<file path="config.mk">
export PLATFORM = sky130hd
export DESIGN_NAME = clk_div_gen_flat
export DESIGN_NICKNAME = d
export VERILOG_FILES = /design/src/rtl/clk_div_pkg.sv /design/src/rtl/clk_div_if.sv /design/src/rtl/clk_div_ch.sv /design/src/rtl/clk_div_gen.sv /design/src/flat_wrapper.sv
export SDC_FILE = /design/constraint.sdc
export NUM_CORES = 1
export LEC_CHECK = 0
export BUFFER_PORTS_ARGS = -buffer_cell sky130_fd_sc_hd__buf_2
export CORE_MARGIN = 4
export CORE_UTILIZATION = 52
export CTS_CLUSTER_DIAMETER = 60
export CTS_CLUSTER_SIZE = 10
export DETAILED_ROUTE_END_ITERATION = 8
export PLACE_DENSITY_LB_ADDON = 0.2
export SYNTH_ARGS = -nofsm -noshare
export SYNTH_HDL_FRONTEND = slang
export SYNTH_HIERARCHICAL = 1
export SYNTH_SLANG_ARGS = --single-unit
</file>
<file path="constraint.sdc">
create_clock -name memclk -period 11.4 [get_ports memclk]
set_input_delay 3.42 -clock memclk [delete_from_list [all_inputs] [get_ports memclk]]
set_output_delay 3.42 -clock memclk [all_outputs]
set_load 0.01 [all_outputs]
</file>
<file path="src/rtl/clk_div_pkg.sv">
// Shared constants and helpers for the multi-channel clock divider.
package clk_div_pkg;

    // Default divisor width in bits.
    localparam int DIV_W_DEFAULT = 16;

    // Divisor loaded into every channel at reset (DEFAULT_DIV).
    localparam int DEFAULT_DIV_VALUE = 2;

    // Smallest divisor that keeps a channel running; anything below disables it.
    localparam int MIN_DIV = 2;

    // Width of a channel index; never narrower than one bit.
    function automatic int ch_idx_w(input int num_ch);
        return (num_ch <= 1) ? 1 : $clog2(num_ch);
    endfunction

endpackage

</file>
<file path="src/rtl/clk_div_if.sv">
// Divisor configuration handshake: a write is accepted on an edge where
// cfg_valid and cfg_ready are both high.
interface clk_div_if #(
    parameter int CH_W  = 2,
    parameter int DIV_W = 16
);
    logic             cfg_valid;
    logic             cfg_ready;
    logic [CH_W-1:0]  cfg_ch;
    logic [DIV_W-1:0] cfg_div;

    modport master (output cfg_valid, output cfg_ch, output cfg_div, input cfg_ready);
    modport slave  (input cfg_valid, input cfg_ch, input cfg_div, output cfg_ready);
endinterface

</file>
<file path="src/rtl/clk_div_ch.sv">
// One divider channel: current divisor, phase counter, one pending-divisor
// slot, and registered clk_out/clk_en derived from the next counter value so
// that counter and outputs change on the same edge.
module clk_div_ch
    import clk_div_pkg::*;
#(
    parameter int DIV_W       = DIV_W_DEFAULT,
    parameter int DEFAULT_DIV = DEFAULT_DIV_VALUE
) (
    input  logic             memclk,
    input  logic             reset,
    input  logic             sync,
    input  logic             wr_en,
    input  logic [DIV_W-1:0] wr_div,
    output logic             clk_out,
    output logic             clk_en,
    output logic             active,
    output logic             pend_valid
);

    localparam logic [DIV_W-1:0] MIN_D = DIV_W'(MIN_DIV);
    localparam logic [DIV_W-1:0] DEF_D = DIV_W'(DEFAULT_DIV);

    logic [DIV_W-1:0] div_reg, div_next;
    logic [DIV_W-1:0] cnt_reg, cnt_next;
    logic [DIV_W-1:0] pend_div_reg, pend_div_next;
    logic             pend_valid_reg, pend_valid_next;
    logic             run_reg;
    logic             clk_out_reg, clk_out_next;
    logic             clk_en_reg, clk_en_next;
    logic             boundary;
    logic             en_next;

    // Next-state: restart the period at a boundary (wrap, sync, first edge
    // after reset, or while disabled), picking up any pending divisor there.
    always_comb begin
        div_next        = div_reg;
        cnt_next        = cnt_reg;
        pend_div_next   = pend_div_reg;
        pend_valid_next = pend_valid_reg;
        boundary        = 1'b0;
        en_next         = 1'b0;
        clk_out_next    = 1'b0;
        clk_en_next     = 1'b0;

        if (!run_reg || sync || (div_reg < MIN_D)) begin
            boundary = 1'b1;
        end else if (cnt_reg == div_reg - 1'b1) begin
            boundary = 1'b1;
        end

        if (boundary) begin
            if (pend_valid_reg) begin
                div_next        = pend_div_reg;
                pend_valid_next = 1'b0;
            end
            cnt_next = '0;
        end else begin
            cnt_next = cnt_reg + 1'b1;
        end

        // A write can only be accepted while the slot is empty, so it never
        // collides with the apply above on the same edge.
        if (wr_en) begin
            pend_div_next   = wr_div;
            pend_valid_next = 1'b1;
        end

        en_next = (div_next >= MIN_D);
        if (!en_next) begin
            cnt_next = '0;
        end
        clk_out_next = en_next && (cnt_next < (div_next >> 1));
        clk_en_next  = en_next && (cnt_next == '0);
    end

    // State register with synchronous reset.
    always_ff @(posedge memclk) begin
        if (reset) begin
            div_reg        <= DEF_D;
            cnt_reg        <= '0;
            pend_div_reg   <= '0;
            pend_valid_reg <= 1'b0;
            run_reg        <= 1'b0;
            clk_out_reg    <= 1'b0;
            clk_en_reg     <= 1'b0;
        end else begin
            div_reg        <= div_next;
            cnt_reg        <= cnt_next;
            pend_div_reg   <= pend_div_next;
            pend_valid_reg <= pend_valid_next;
            run_reg        <= 1'b1;
            clk_out_reg    <= clk_out_next;
            clk_en_reg     <= clk_en_next;
        end
    end

    assign clk_out    = clk_out_reg;
    assign clk_en     = clk_en_reg;
    assign active     = (div_reg >= MIN_D);
    assign pend_valid = pend_valid_reg;

endmodule

</file>
<file path="src/rtl/clk_div_gen.sv">
// Multi-channel clock divider: decodes divisor writes to channels, derives
// cfg_ready from the addressed channel's pending slot, fans sync out.
module clk_div_gen
    import clk_div_pkg::*;
#(
    parameter int NUM_CH      = 4,
    parameter int DIV_W       = DIV_W_DEFAULT,
    parameter int DEFAULT_DIV = DEFAULT_DIV_VALUE
) (
    input  logic              memclk,
    input  logic              reset,
    input  logic              sync,
    clk_div_if.slave          cfg,
    output logic [NUM_CH-1:0] clk_out,
    output logic [NUM_CH-1:0] clk_en,
    output logic [NUM_CH-1:0] active
);

    localparam int CH_W   = ch_idx_w(NUM_CH);
    localparam int PAD_CH = 1 << CH_W;

    logic [NUM_CH-1:0] pend_valid;
    logic [NUM_CH-1:0] wr_en;
    logic [PAD_CH-1:0] busy_pad;
    logic              cfg_ready_int;

    genvar gi;

    // Busy map over the full index space; non-existent channels are never
    // busy, so writes to them are accepted and silently dropped.
    generate
        for (gi = 0; gi < PAD_CH; gi++) begin : g_busy
            if (gi < NUM_CH) begin : g_real
                assign busy_pad[gi] = pend_valid[gi];
            end else begin : g_none
                assign busy_pad[gi] = 1'b0;
            end
        end
    endgenerate

    assign cfg_ready_int = ~busy_pad[cfg.cfg_ch];
    assign cfg.cfg_ready = cfg_ready_int;

    // One divider per channel.
    generate
        for (gi = 0; gi < NUM_CH; gi++) begin : g_ch
            assign wr_en[gi] = cfg.cfg_valid && cfg_ready_int && (cfg.cfg_ch == CH_W'(gi));

            clk_div_ch #(
                .DIV_W       (DIV_W),
                .DEFAULT_DIV (DEFAULT_DIV)
            ) u_ch (
                .memclk     (memclk),
                .reset      (reset),
                .sync       (sync),
                .wr_en      (wr_en[gi]),
                .wr_div     (cfg.cfg_div),
                .clk_out    (clk_out[gi]),
                .clk_en     (clk_en[gi]),
                .active     (active[gi]),
                .pend_valid (pend_valid[gi])
            );
        end
    endgenerate

endmodule

</file>
<file path="src/flat_wrapper.sv">
// flat-port wrapper written by rule: the top's interface ports become plain ports
module clk_div_gen_flat import clk_div_pkg::*;
#(
    parameter int NUM_CH      = 4,
    parameter int DIV_W       = DIV_W_DEFAULT,
    parameter int DEFAULT_DIV = DEFAULT_DIV_VALUE
)
  (memclk, reset, sync, clk_out, clk_en, active, cfg_cfg_valid, cfg_cfg_ch, cfg_cfg_div, cfg_cfg_ready);
  clk_div_if #(.CH_W((ch_idx_w(NUM_CH))), .DIV_W(DIV_W)) cfg_i ();
  input  logic memclk;
  input  logic reset;
  input  logic sync;
  output logic [NUM_CH-1:0] clk_out;
  output logic [NUM_CH-1:0] clk_en;
  output logic [NUM_CH-1:0] active;
  input wire logic [$bits(cfg_i.cfg_valid)-1:0] cfg_cfg_valid;
  input wire logic [$bits(cfg_i.cfg_ch)-1:0] cfg_cfg_ch;
  input wire logic [$bits(cfg_i.cfg_div)-1:0] cfg_cfg_div;
  output wire logic [$bits(cfg_i.cfg_ready)-1:0] cfg_cfg_ready;
  assign cfg_i.cfg_valid = cfg_cfg_valid;
  assign cfg_i.cfg_ch = cfg_cfg_ch;
  assign cfg_i.cfg_div = cfg_cfg_div;
  assign cfg_cfg_ready = cfg_i.cfg_ready;
  clk_div_gen #(.NUM_CH(NUM_CH), .DIV_W(DIV_W), .DEFAULT_DIV(DEFAULT_DIV)) u_core (.memclk(memclk), .reset(reset), .sync(sync), .cfg(cfg_i), .clk_out(clk_out), .clk_en(clk_en), .active(active));
endmodule
</file>
==> out/results.tsv, run 1 <==
metric	value	unit
status	finished, final reports clean	
die_w	164	µm
postCtsHoldBufs	0	
slew_headroom	42.8	%
fp-row-count	56	
drt_iter0_markers	697	
cts_sinks	208	
via_count	10200	
leakage	5.42	nW
wirelength	31800	µm
crit_required	7.98	ns
dp_hpwl	23400	µm
post-cts-setup-buffers	0	
ys_seq_area_share	32.9	%
synth_most_common_cell	nor2_1	
max_freq	131	MHz
grt_usage	23.8	%
seq_area	4160	µm²
timing.rr.start	u_core/g_ch[0].u_ch/div_reg[3]	
finalInstanceArea	13500	µm²
utilization	57.1	%
slowest_stage	mux4_2	
clk-insertion-delay-late	0.52	ns
fin_crit	7.65	ns
synth_cells	1448	
clkSlewWorstSetupHoldPaths	0.05	ns
cp_data_arrival_time	4.23	ns
placed_area	12800	µm²
synth_top_area_share	32.9	%
power	1.59	mW
die_h	164	µm
ys_types	76	
final_nets	1513	
drc_errors	0	
drive_above_1_share	9.12	%
hold_depth	2	
place_congestion	0.883	
cp_max_fo	4	
grt-ovfl-total	0	
root_buffer	clkbuf_16	
core	23700	µm²
setup_viol	0	
power.density	117	nW/µm²
ys_warn_count	6	
area_delta_synth_final	6.78	%
worstHoldEndpoint	u_core/g_ch[1].u_ch/div_reg[0]	
end_kind	primary output	
cts_max_level	1	
vias_per_cell	5.87	
die-area	26900	µm²
path_cells	buf_2 -> mux4_2 -> inv_1 -> buf_2	
place_inst	1715	
syn_area_per_cell	8.75	µm²
clockBufferDepth	3	
syn-num-nets	1538	
grt_antenna_before_repair	0	
r2r_cells	17	
finalMaxSlewViolations	0	
ys_ff_latch	208	
cts_made_buffers	25	
dr.pass1.iters	6	
final_cells	1745	
crit_path_frequent_cell	buf_2	
wl_per_cell	18.2	µm
critical_path_class	input pin to primary output	
grt_pass1_vias	9936	
worst_pin_slew	0.859	ns
grt_pass1_wl	52400	µm
critPathLaunchType	input pin	
ys_async_sr_fraction	0	%
ir_worst_vdd	135	µV
initial_core_util	53.5	%
maxCapViolations	0	
yosysTopAreaCell	dfxtp_1	
fillers	2227	
synth-main-ff-cell	dfxtp_1	
slowest_delay	0.50	ns
ios	35	
finalHoldViolCount	0	
yosys-top-cells-count	236 x nor2_1, 208 x dfxtp_1, 127 x mux2i_1	
ant_nets	0	
clock_skew	0.0111	ns
rrSetupSlack	6.13	ns
timing.final.crit_share	67.1	%
multi_input_area	7880	µm²
synth.cell_area	12700	µm²
synthTopCellsByArea	dfxtp_1 33%, mux2i_1 10%, nor2_1 7.0%	
place.port_buffers	34	
diodes	0	
grt_max_degree	104	
synth-edff-count	0	
post_cts_resized	0	
hold_path.startpoint	u_core/g_ch[1].u_ch/pend_div_reg[0]	
r2r-end	u_core/g_ch[0].u_ch/clk_out	
cts_tree	yes	
grt_setup_unrepaired	no	
finalSetupTns	0	ns
min_path_type	flip-flop to flip-flop	
## critical path: cells and delay by family
family	cells	cell delay (ns)
multiplexers	1	0.50
buffers and inverters	3	0.31
## cell usage in the layout (no fill, tap or decap), types with 6 or more instances in the layout
cell / count
nor2b_1: 13
nand2_1: 50
nand2b_1: 14
and3_1: 23
o21a_1: 8
inv_1: 41
nor2_1: 236
a31oi_1: 10
mux2i_1: 127
nor3b_1: 10
a211o_1: 7
nor4_1: 39
o21ai_0: 22
or3_1: 10
nand4_1: 21
buf_4: 8
mux2i_2: 11
o31ai_1: 9
or4_1: 10
buf_2: 33
nand3_1: 40
a2111oi_0: 6
nor3_1: 95
clkbuf_16: 25
ha_1: 68
dfxtp_1: 208
a21oi_1: 29
nand3b_1: 8
xnor2_1: 69
a21o_1: 11
xor2_1: 51
## area by class of cell
type / count / area share (%)
Multi-Input combinational cell: 1105 / 58.3
Sequential cell: 208 / 30.8
Clock buffer: 27 / 4.76
Tap cell: 319 / 2.95
Timing Repair Buffer: 42 / 1.75
Inverter: 41 / 1.14
Clock inverter: 3 / 0.342
## through the flow
step	setup WS, ns	hold slack, ns
after floorplan	4.00	0.443
after global placement	3.77	0.453
after detailed placement	3.74	0.466
after CTS	3.74	0.479
after global routing	3.70	0.509
final	3.75	0.478
## worst max path at each step
stage / from / end
2_1_floorplan: cfg_cfg_ch[0] / cfg_cfg_ready
3_3_place_gp: cfg_cfg_ch[0] / cfg_cfg_ready
3_5_place_dp: cfg_cfg_ch[0] / cfg_cfg_ready
4_1_cts: cfg_cfg_ch[0] / cfg_cfg_ready
5_1_grt: cfg_cfg_ch[0] / cfg_cfg_ready
6_report: cfg_cfg_ch[0] / cfg_cfg_ready
## cell families after synthesis
| logic type | Yosys count | share of synthesized area, % |
|---|---|---|
| AOI/OAI and AO/OA | 160 | 10.3 |
| xor gates and xnor gates | 120 | 8.30 |
| adders and majority gates | 68 | 6.72 |
| buffers and inverters | 135 | 5.03 |
| DFF | 208 | 32.9 |
| muxes | 139 | 11.4 |
| and+or+nand+nor | 618 | 25.3 |
## layer usage
layer  vias up  global-route usage [%]  wire length (µm)  part of all wire (%)
met5         -                       0                 0                     0
met4         0                    6.63               757                   2.4
met3        52                    2.89              1190                   3.7
met2       195                    38.5             14600                    46
met1      4879                    33.6             15200                    48
li1       5110                       -                 -                     -
## power by group
group	internal, mW	leakage [nW]	switching (mW)	total, mW
registers	0.742	1.68	0.0145	0.756
logic	0.0473	3.39	0.0769	0.124
clock network	0.417	0.335	0.288	0.705
Note: power is estimated with default switching activity, not from simulation.
==> run 2, diff against run 1 <==
- clock period: 11.4 -> 7.2 ns (I/O delays scaled with it)
==> run 2 against run 1 <==
  * Clock power is 48% higher
  * Critical path depth increased by 12
  * First-iteration DRC count up 0.14%
  * Core utilization down 0.30 points
  * Wire length is 1.5% lower
  * Power rose by 53%
  * Non-clock buffer count shrank 2
==> out/results.tsv, run 2 (synthesized netlist as in run 1, its figures left out) <==
metric	value	unit
grt_pass1_wl	51500	µm
cp.buffers_inverters	0	
r2r-end	u_core/g_ch[3].u_ch/clk_out	
p_comb_share	8.0	%
die-area	26900	µm²
critPathLaunchType	flip-flop	
grt_max_degree	105	
layout_setup_ws	1.58	ns
startpoint	u_core/g_ch[3].u_ch/div_reg[3]	
r2r_cells	16	
ir_worst_vdd	159	µV
clockBufferDepth	3	
diodes	0	
path_cells	or4_1 -> or4_4 -> a211oi_2 -> nor3_1 -> a2111oi_4 -> or2_1 -> nor2_1 -> ha_1 -> a21oi_1 -> o22ai_1 -> a2111oi_0 -> o21ai_0 -> and4b_1 -> a21oi_1 -> nand2_1 -> a311oi_2	
final_common_cell	nor2_1	
fp-row-count	56	
power.density	181	nW/µm²
status	finished, final reports clean	
grt_setup_unrepaired	no	
die_w	164	µm
drc_errors	0	
pwr-share-clk	42.7	%
crit_path_frequent_cell	a21oi_1	
drt_iter0_markers	698	
grt-ovfl-total	0	
wirelength	31300	µm
max_freq	178	MHz
cp_top_family	simple AND/OR/NAND/NOR gates	
via_count	10300	
cp.depth	16	
wl_per_cell	18.0	µm
crit_required	7.62	ns
post-cts-setup-buffers	0	
grt_antenna_before_repair	0	
dr.pass1.iters	5	
core	23700	µm²
post_cts_resized	0	
dp_slack	1.54	ns
critPathCapture	u_core/g_ch[3].u_ch/clk_out	
area_delta_synth_final	6.21	%
p_int	1.86	mW
grt_pass1_vias	9948	
cp_data_arrival_time	6.04	ns
cts_made_buffers	24	
postCtsHoldBufs	0	
place_congestion	0.894	
cts_max_level	1	
min_path_type	flip-flop to flip-flop	
cp_max_fo	35	
switching_share	23.6	%
slowest_delay	1.02	ns
ios	35	
clk-insertion-delay-late	0.50	ns
fillers	2254	
end_kind	flip-flop	
final_nets	1510	
slowest_stage	or2_1	
setup_viol	0	
grt_usage	23.3	%
leakage	5.38	nW
rrSetupSlack	1.58	ns
finalHoldViolCount	0	
p_seq_share	49.3	%
root_buffer	clkbuf_16	
clkSlewWorstSetupHoldPaths	0.06	ns
finalSetupTns	0	ns
timing.final.crit_share	78.1	%
critical_path_class	flip-flop to flip-flop	
cts_sinks	208	
clock_skew	0.0103	ns
fin_crit	5.62	ns
final_cell_mix	236 x nor2_1, 208 x dfxtp_1, 127 x mux2i_1	
slew_headroom	16.8	%
ant_nets	0	
finalMaxSlewViolations	0	
power	2.43	mW
place.port_buffers	34	
dp_hpwl	23300	µm
initial_core_util	53.5	%
vias_per_cell	5.92	
worst_pin_slew	1.25	ns
maxCapViolations	0	
timing.rr.start	u_core/g_ch[3].u_ch/div_reg[3]	
p_switching	573	µW
die_h	164	µm
cts_tree	yes	
drive_above_1_share	8.73	%
## run 2: cell count changes in the layout (fill, tap and decap cells not counted), sizes merged
| cell | change |
|---|---|
| buf | -2 |
| bufinv | -1 |
| inv | -1 |
| clkinvlp | -1 |
## run 2: area by class of cell
cell class / count / area (µm²) / share of cell area (%)
Tap cell: 319 / 399 / 2.97
Inverter: 41 / 154 / 1.14
Sequential cell: 208 / 4160 / 31.0
Timing Repair Buffer: 40 / 221 / 1.65
Clock buffer: 27 / 633 / 4.71
Multi-Input combinational cell: 1105 / 7880 / 58.6
## run 2: how the worst min path moves through the flow
stage | from | end | slack (ns) | depth (start not counted)
after floorplan | u_core/g_ch[0].u_ch/pend_div_reg[0] | u_core/g_ch[0].u_ch/div_reg[0] | 0.44 | 2
after global placement | u_core/g_ch[0].u_ch/pend_div_reg[0] | u_core/g_ch[0].u_ch/div_reg[0] | 0.46 | 2
after detailed placement | u_core/g_ch[0].u_ch/pend_div_reg[0] | u_core/g_ch[0].u_ch/div_reg[0] | 0.46 | 2
after CTS | u_core/g_ch[0].u_ch/pend_div_reg[0] | u_core/g_ch[0].u_ch/div_reg[0] | 0.47 | 2
after global routing | u_core/g_ch[0].u_ch/pend_div_reg[0] | u_core/g_ch[0].u_ch/div_reg[0] | 0.50 | 2
final | u_core/g_ch[0].u_ch/pend_div_reg[0] | u_core/g_ch[0].u_ch/div_reg[0] | 0.47 | 2
## run 2: power by group through the flow
stage	combinational [mW]	clock, mW	sequential (mW)
floorplan	0.148	0	1.21
global placement	0.190	0	1.22
detailed placement	0.192	0	1.22
CTS	0.193	1.07	1.20
global route	0.213	1.11	1.20
finish	0.194	1.04	1.20
## run 2: per-layer routing
layer,up-vias,GRT usage (%),routed length [µm]
met5,-,0,0
met4,0,4.57,464
met3,43,2.23,1140
met2,197,39.4,14900
met1,4955,32.6,14800
li1,5105,-,-
## run 2: through the flow
stage	hold WS, ns	util (%)	std cells	area [µm²]
after floorplan	0.443	-	1448	12700
after global placement	0.458	54.1	1713	12800
after detailed placement	0.463	54.1	1713	12800
after CTS	0.473	56.8	1740	13500
after global routing	0.499	56.8	1740	13500
final	0.470	56.8	1740	13500
## run 2: tightest hold or removal path, stage by stage, from the launching register on
cell and delay, ns:
dfxtp_1 0.31, nand3_1 0.06, a21oi_1 0.05
==> run 3, diff against run 2 <==
- clock period: 7.2 -> 5.1 ns (I/O delays scaled with it)
==> run 3 against run 2 <==
  * Die area unchanged
  * Critical path depth increased by 1
  * Maximum frequency rose by 16%
  * Flip-flop and latch count did not move
  * Clock-buffer cell count up 1
  * Clock skew increased by 0.0011 ns
  * Worst hold slack worse by 0.00084 ns
  * Largest power group unchanged
==> out/results.tsv, run 3 (synthesized netlist as in run 1, its figures left out) <==
metric	value	unit
p_int	2.65	mW
cts_max_level	1	
place_congestion	0.930	
drt_iter0_markers	900	
cp.buffers_inverters	1	
ios	35	
fin_crit	4.85	ns
place.port_buffers	34	
ant_nets	0	
status	finished, final reports clean	
grt_pass1_vias	10100	
cts_sinks	208	
placed_area	13000	µm²
clkSlewWorstSetupHoldPaths	0.06	ns
die_w	164	µm
finalInstanceArea	13800	µm²
critPathLaunchType	flip-flop	
slowest_delay	0.71	ns
grt_pass1_wl	52900	µm
clockBufferDepth	3	
power	3.50	mW
timing.final.crit_share	95.2	%
min_path_type	flip-flop to flip-flop	
vias_per_cell	5.87	
leakage	5.56	nW
clock_skew	0.0114	ns
finalHoldViolCount	0	
ir_worst_vdd	230	µV
grt_max_degree	95	
crit_path_frequent_cell	a21oi_1	
crit_required	5.54	ns
wl_per_cell	18.1	µm
maxCapViolations	0	
grt_setup_unrepaired	no	
cts_tree	yes	
worst_pin_slew	1.05	ns
finalMaxSlewViolations	0	
die_h	164	µm
cp_top_family	compound AO/OA/AOI/OAI gates	
switching_share	24.4	%
diodes	0	
drc_errors	0	
cts_made_buffers	25	
grt_antenna_before_repair	0	
core	23700	µm²
die-area	26900	µm²
end_kind	flip-flop	
cp_data_arrival_time	5.29	ns
finalSetupTns	0	ns
path_cells	or4_1 -> or4_4 -> a211oi_2 -> nor3_1 -> a2111oi_4 -> o21ai_4 -> buf_12 -> mux2i_1 -> ha_1 -> a21oi_1 -> o22ai_1 -> a2111oi_0 -> o21ai_0 -> and4b_1 -> a21oi_1 -> nand2_1 -> a311oi_2	
max_freq	206	MHz
final_common_cell	nor2_1	
clk-insertion-delay-late	0.53	ns
wirelength	32200	µm
area_delta_synth_final	8.70	%
final_nets	1542	
setup_viol	0	
initial_core_util	53.5	%
slowest_stage	or4_1	
fp-row-count	56	
p_switching	852	µW
postCtsHoldBufs	0	
critical_path_class	flip-flop to flip-flop	
via_count	10400	
root_buffer	clkbuf_16	
final_cell_mix	236 x nor2_1, 208 x dfxtp_1, 127 x mux2i_1	
slew_headroom	30.0	%
pwr-share-clk	43.3	%
cp_max_fo	14	
p_seq_share	48.3	%
p_comb_share	8.3	%
dr.pass1.iters	5	
power.density	254	nW/µm²
dp_hpwl	23900	µm
grt_usage	24.0	%
drive_above_1_share	11.3	%
grt-ovfl-total	0	
-- run 3: per-layer routing --
metal	wire length [µm]	global-route usage (%)	vias to the layer above
met3	1300	2.63	68
met1	15000	33.3	4956
met4	1080	8.16	0
met5	0	0	-
met2	14800	38.9	239
li1	-	-	5168
-- run 3: final cells by class --
| type | count | area [µm²] |
|---|---|---|
| timing repair buffer | 71 | 492 |
| tap | 319 | 399 |
| clock buffer | 28 | 637 |
| fill | 2197 | 9920 |
| sequential | 208 | 4160 |
| clock inverter | 4 | 23.8 |
| inverter | 41 | 154 |
| multi-input combinational | 1105 | 7900 |
-- run 3: repair_timing --
item                                    in CTS  in global routing
buffers inserted                             0                 14
endpoints found under the setup margin       0                  3
gates resized for setup                      0                  7
-- run 3: worst paths after layout --
kind                                            start                             end  slack [ns]  cells after the start
setup / recovery       u_core/g_ch[2].u_ch/div_reg[3]     u_core/g_ch[2].u_ch/clk_out        0.25                     17
hold / removal    u_core/g_ch[1].u_ch/pend_div_reg[0]  u_core/g_ch[1].u_ch/div_reg[0]        0.47                      2
setup reg to reg       u_core/g_ch[2].u_ch/div_reg[3]     u_core/g_ch[2].u_ch/clk_out        0.25                     17
hold reg to reg   u_core/g_ch[1].u_ch/pend_div_reg[0]  u_core/g_ch[1].u_ch/div_reg[0]        0.47                      2
-- run 3: per-stage QoR --
stage,worst slack [ns],std cells,util (%),hold slack [ns]
global placement,0.265,1730,54.7,0.459
floorplan,0.619,1448,-,0.443
finish,0.247,1776,58.1,0.469
detailed placement,0.167,1730,54.7,0.460
CTS,0.150,1762,57.5,0.468
global route,0.0663,1776,58.1,0.494
-- run 3: power by group through the flow --
| stage | Combinational [mW] | Clock [mW] | Sequential, mW |
|---|---|---|---|
| floorplan | 0.208 | 0 | 1.71 |
| global placement | 0.281 | 0 | 1.73 |
| detailed placement | 0.283 | 0 | 1.73 |
| CTS | 0.284 | 1.55 | 1.69 |
| global route | 0.317 | 1.62 | 1.69 |
| finish | 0.291 | 1.52 | 1.69 |
-- run 3: worst reg2reg max path: cells and delay by family (launching register included) --
| kind | cells | cell delay, ns |
|---|---|---|
| buffers and inverters | 1 | 0.17 |
| muxes | 1 | 0.20 |
| and+or+nand+nor | 5 | 1.73 |
| adders and majority gates | 1 | 0.27 |
| AOI/OAI and AO/OA | 9 | 2.05 |
| DFF | 1 | 0.35 |
